$ cat src/rtl/fifo_pkg.sv
// fifo_pkg: shared defaults, derived depth and occupancy-class encoding for the FIFO control path
package fifo_pkg;
  localparam int ADDR_WIDTH_DEF  = 4;
  localparam int BUS_SIZE_DEF    = 4;
  localparam int MEM_LENGTH_DEF  = 1 << ADDR_WIDTH_DEF;
  localparam int UMBRAL_ALTO_DEF = 12;
  localparam int UMBRAL_BAJO_DEF = 4;
  typedef enum logic [1:0] {ST_EMPTY, ST_PARTIAL, ST_FULL} fifo_state_e;
endpackage

$ cat src/rtl/fifo_ptr.sv
// fifo_ptr: wrapping W-bit pointer that advances by one when en is high
module fifo_ptr #(
  parameter int W = 4
) (
  input  logic         clk,
  input  logic         reset_L,
  input  logic         en,
  output logic [W-1:0] ptr
);
  logic [W-1:0] ptr_q, ptr_d;
  always_comb ptr_d = en ? ptr_q + 1'b1 : ptr_q;
  always_ff @(posedge clk) ptr_q <= reset_L ? ptr_d : '0;
  assign ptr = ptr_q;
endmodule

$ cat src/rtl/fifo_ctrl.sv
// fifo_ctrl: push/pop front end for the memoria dual-port RAM with occupancy, status and sticky error flags
module fifo_ctrl
  import fifo_pkg::*;
#(
  parameter int ADDR_WIDTH = ADDR_WIDTH_DEF,
  parameter int BUS_SIZE   = BUS_SIZE_DEF
) (
  input  logic                  clk,
  input  logic                  reset_L,
  input  logic                  push,
  input  logic                  pop,
  input  logic [BUS_SIZE-1:0]   data_in,
  input  logic [ADDR_WIDTH:0]   umbral_alto,
  input  logic [ADDR_WIDTH:0]   umbral_bajo,
  input  logic [BUS_SIZE-1:0]   mem_data_out,
  output logic                  mem_write,
  output logic                  mem_read,
  output logic [ADDR_WIDTH-1:0] mem_addressW,
  output logic [ADDR_WIDTH-1:0] mem_addressR,
  output logic [BUS_SIZE-1:0]   mem_data_in,
  output logic [BUS_SIZE-1:0]   data_out,
  output logic                  valid_out,
  output logic [ADDR_WIDTH:0]   fifo_count,
  output logic                  full,
  output logic                  empty,
  output logic                  almost_full,
  output logic                  almost_empty,
  output logic                  error_overflow,
  output logic                  error_underflow
);
  localparam int MEM_LENGTH = 1 << ADDR_WIDTH;
  localparam logic [ADDR_WIDTH:0] FULL_CNT = (ADDR_WIDTH+1)'(MEM_LENGTH);
  fifo_state_e state_q, state_d;
  logic [ADDR_WIDTH:0] count_q, count_d;
  logic valid_q, valid_d, ovf_q, ovf_d, unf_q, unf_d, push_ok, pop_ok;
  always_comb begin
    push_ok = reset_L & push & ~full;
    pop_ok  = reset_L & pop & ~empty;
    count_d = count_q + {{ADDR_WIDTH{1'b0}}, push_ok} - {{ADDR_WIDTH{1'b0}}, pop_ok};
    state_d = count_d == '0 ? ST_EMPTY : count_d == FULL_CNT ? ST_FULL : ST_PARTIAL;
    valid_d = pop_ok;
    ovf_d   = ovf_q | (push & full);
    unf_d   = unf_q | (pop & empty);
  end
  always_ff @(posedge clk) begin
    if (!reset_L) begin
      state_q <= ST_EMPTY;
      count_q <= '0;
      valid_q <= 1'b0;
      ovf_q   <= 1'b0;
      unf_q   <= 1'b0;
    end else begin
      state_q <= state_d;
      count_q <= count_d;
      valid_q <= valid_d;
      ovf_q   <= ovf_d;
      unf_q   <= unf_d;
    end
  end
  fifo_ptr #(.W(ADDR_WIDTH)) u_wr (.clk(clk), .reset_L(reset_L), .en(push_ok), .ptr(mem_addressW));
  fifo_ptr #(.W(ADDR_WIDTH)) u_rd (.clk(clk), .reset_L(reset_L), .en(pop_ok), .ptr(mem_addressR));
  assign mem_write       = push_ok;
  assign mem_read        = pop_ok;
  assign mem_data_in     = data_in;
  assign data_out        = mem_data_out;
  assign valid_out       = valid_q;
  assign fifo_count      = count_q;
  assign full            = state_q == ST_FULL;
  assign empty           = state_q == ST_EMPTY;
  assign almost_full     = count_q >= umbral_alto;
  assign almost_empty    = count_q <= umbral_bajo;
  assign error_overflow  = ovf_q;
  assign error_underflow = unf_q;
endmodule

$ cat config.mk
export PLATFORM = sky130hd
export DESIGN_NAME = fifo_ctrl
export DESIGN_NICKNAME = d
export VERILOG_FILES = /design/src/rtl/fifo_pkg.sv /design/src/rtl/fifo_ptr.sv /design/src/rtl/fifo_ctrl.sv
export SDC_FILE = /design/constraint.sdc
export NUM_CORES = 1
export LEC_CHECK = 0
export CAP_MARGIN = 10
export CORE_ASPECT_RATIO = 1.1
export CORE_UTILIZATION = 44
export CTS_CLUSTER_DIAMETER = 120
export DETAILED_ROUTE_END_ITERATION = 12
export GPL_TIMING_DRIVEN = 0
export PLACE_DENSITY_LB_ADDON = 0.08
export SLEW_MARGIN = 40
export SYNTH_ARGS = -nofsm -noshare
export SYNTH_HDL_FRONTEND = slang
export SYNTH_SLANG_ARGS = --single-unit
$ cat constraint.sdc
create_clock -name clk -period 8.01 [get_ports clk]
set_input_delay 1.602 -clock clk [delete_from_list [all_inputs] [get_ports clk]]
set_output_delay 1.602 -clock clk [all_outputs]
set_load 0.01 [all_outputs]
==> results.txt <==
Post-synthesis sequential area ratio -> 0.318
Clock power share -> 0.122
Critical-path cell list -> clkdlybuf4s50_1, inv_1, ha_1, a211oi_1, o21ai_0, o211ai_1, clkdlybuf4s50_1
Worst setup margin -> 2.97 ns
WP data arrival -> 3.44 ns
Count of cell types in the netlist -> 33
Mapped cell area -> 0.00113 mm2
Final setup violating endpoints -> 0
Avg WL per Cell -> 11.5 um
Max-cap violation count -> 0
Post-CTS sizing -> 0
Worst EP required -> 6.41 ns
Via Count -> 962
Filler cell count -> 189
Area contributors post-synth -> dfxtp_1, ha_1, inv_1, xnor2_1, buf_4
WL final -> 2330 um
Post-DR vias/cell -> 4.74
Switching fraction of total power -> 0.387
Post-synthesis register bit count -> 18
Yosys top cell by area -> dfxtp_1
Final clock skew -> 0.00327 ns
DP Area -> 0.00159 mm2
Syn_area_per_cell -> 8.93 um2
CP Depth -> 7
Fin crit period -> 5.04 ns
Worst slew pin tran -> 0.465 ns
Hold Path Stages -> 2
Storage cell area -> 360 um2
ANT cells -> 0
Multi-input logic area -> 641 um2
Clock sinks -> 18
Die Ht -> 55.2 um
CP delay by family, top -> buffers and inverters
Setup TNS -> 0 ns
I/O Pins -> 52
CP max stage cell -> clkdlybuf4s50_1
Number of H-tree levels -> 1
Final Max Slew Viols -> 0
Logic pwr share -> 0.583
Site row count -> 18
Port Buffers -> 42
Status -> completed
Hold Crit Class -> reg -> reg
Remaining global-route overflow -> 0
# DRC -> 0
Finished Cell Area -> 0.00163 mm2
Setup slack, reg-to-reg -> 5.25 ns
Post-route ant nets -> 0
Peak VDD IR -> 0.000237 V
Crit. End Element -> output pin
Synth top area share -> 0.318
LEAKAGE -> 0.000727 uW
First-pass GRT wire length -> 4050 um
Max incr delay on CP -> 0.56 ns
Largest net degree at the start of global routing -> 11
Final hold viol count -> 0
CP max FO -> 3
Int Pwr -> 284 uW
RSZ-0062 raised after global routing -> no
Crit start category -> input port
PwrDens -> 285 mW/mm2
Worst R2R End -> state_q[1]
Vias in the first global route -> 962
Psw -> 179 uW
Setup CP Type -> in -> out
Clk_lat worst skew -> 0.30 ns
Setup WS pre-CTS -> 2.98 ns
Final Cycle Share -> 0.629
Critical path's most frequent cell -> clkdlybuf4s50_1
Hold-fix buffers, CTS -> 0
Die span in x -> 50.4 um
Syn_nets -> 167
Post-CTS Setup Inserts -> 0
All-Layer GR Usage -> 0.183
Reg2reg path depth -> 11
Reg2reg start -> state_q[1]
DR iter-0 viols -> 9
Final nets -> 214
CTS tree -> yes
Cells after Synth -> 127
Post-DP HPWL -> 1870 um
Die area -> 0.00278 mm2
CTS root buf -> clkbuf_4
Area Overhead vs Synth -> 43.6%
Area of the core -> 0.00234 mm2
Max-slew headroom -> 0.690
CTS Buffer Depth -> 2
CTS Buf Count -> 3
Synth warn -> 0
Fmax -> 198 MHz
Initial antenna violation count -> 0
DR pass1 iterations -> 2
WHS Endpoint -> error_underflow
Initial Util -> 0.484
Sequential power share -> 0.294
Hold path start -> error_underflow
Clock transition at path regs -> 0.10 ns
Share of layout cells above drive strength 1 -> 0.0983
GP Congestion -> 0.658
CP Buf/Inv Count -> 3
==> cell usage after synthesis <==
library cell and n:
o21bai_2 1, dfxtp_1 18, inv_1 17, nor2b_1 1, buf_2 1, o21bai_1 1, fa_1 1, nand4_1 1
nor2_1 13, ha_1 17, nand2b_1 3, a21o_1 2, o31a_1 1, o21a_1 1, and3_1 1, nand3_1 2
xor2_1 2, nand2_1 6, clkbuf_1 1, buf_4 8, a21oi_1 4, nor2_2 1, nor4b_4 1, a2111oi_1 1
nor3_1 1, xnor2_1 7, and2_1 5, o211ai_1 1, o21ai_0 3, nor3b_1 1, a21oi_2 1, a211oi_1 2
mux2i_1 1
==> layout by cell type (no fill, tap or decap), types with 2 or more instances in the layout <==
cell / count
a211oi_1: 2
a21o_1: 2
a21oi_1: 4
and2_1: 5
buf_4: 8
clkbuf_4: 3
clkdlybuf4s50_1: 42
dfxtp_1: 18
ha_1: 17
inv_1: 17
nand2_1: 6
nand2b_1: 3
nand3_1: 2
nor2_1: 13
o21ai_0: 3
xnor2_1: 7
xor2_1: 2
==> power groups by stage <==
stage | logic, uW | clock network [uW] | registers, uW
2_1_floorplan | 169 | 0 | 142
3_3_place_gp | 263 | 0 | 137
3_5_place_dp | 272 | 0 | 139
4_1_cts | 274 | 56.8 | 137
5_1_grt | 303 | 60.3 | 140
6_report | 270 | 56.7 | 136
==> logic make-up (layout without fill, tap and decap cells) <==
family / Yosys count / in the layout / share of synthesized area
DFF: 18 / 18 / 0.318
muxes: 1 / 1 / 0.00883
xor gates and xnor gates: 9 / 9 / 0.0695
AOI/OAI and AO/OA: 18 / 18 / 0.111
adders and majority gates: 18 / 18 / 0.205
and+or+nand+nor: 36 / 36 / 0.170
buffers and inverters: 27 / 73 / 0.117
==> worst register-to-register path, stage by stage, from the launching register on <==
cell and delay [ns]:
dfxtp_1 0.33, o21a_1 0.28, and2_1 0.21, ha_1 0.30, inv_1 0.06, ha_1 0.15, inv_1 0.05, fa_1 0.40
nand2b_1 0.18, a2111oi_1 0.33, o21bai_2 0.19, nor4b_4 0.21
==> per-layer routing <==
metal,part of all wire,global-route usage,vias to the layer above
li1,-,-,499
met1,0.43,0.222,420
met2,0.49,0.326,38
met3,0.068,0.0220,5
met4,0.016,0.0595,0
met5,0,0,-
==> area by class of cell <==
cell class / count / share of cell area
multi-input cells: 82 / 0.394
repair buffers: 42 / 0.258
flip-flops and latches: 18 / 0.221
plain buffers: 10 / 0.0423
inverters: 17 / 0.0392
well taps: 30 / 0.0231
clock buffers: 4 / 0.0223
==> metrics by stage <==
| step | hold WS [ns] | cells | total power, uW | utilization |
|---|---|---|---|---|
| 3_5_place_dp | 0.469 | 199 | 411 | 0.679 |
| 6_report | 0.491 | 203 | 463 | 0.695 |
| 3_3_place_gp | 0.450 | 199 | 400 | 0.679 |
| 2_1_floorplan | 0.502 | 127 | 310 | - |
| 4_1_cts | 0.498 | 203 | 468 | 0.695 |
| 5_1_grt | 0.512 | 203 | 503 | 0.695 |
==> registers in the layout (all words and copies together) (netlist names) <==
name / flops
fifo_count: 5
u_rd.ptr: 4
u_wr.ptr: 4
state_q: 2
error_overflow: 1
error_underflow: 1
valid_out: 1
==> how the worst max path moves through the flow <==
stage                         to  slack [ns]           start
floorplan            almost_full        3.91  umbral_alto[0]
global placement     almost_full        2.99  umbral_alto[0]
detailed placement  almost_empty        2.98  umbral_bajo[3]
CTS                 almost_empty        2.97  umbral_bajo[3]
global route        almost_empty        2.85  umbral_bajo[3]
finish              almost_empty        2.97  umbral_bajo[3]
Note: power is estimated with default switching activity, not from simulation.
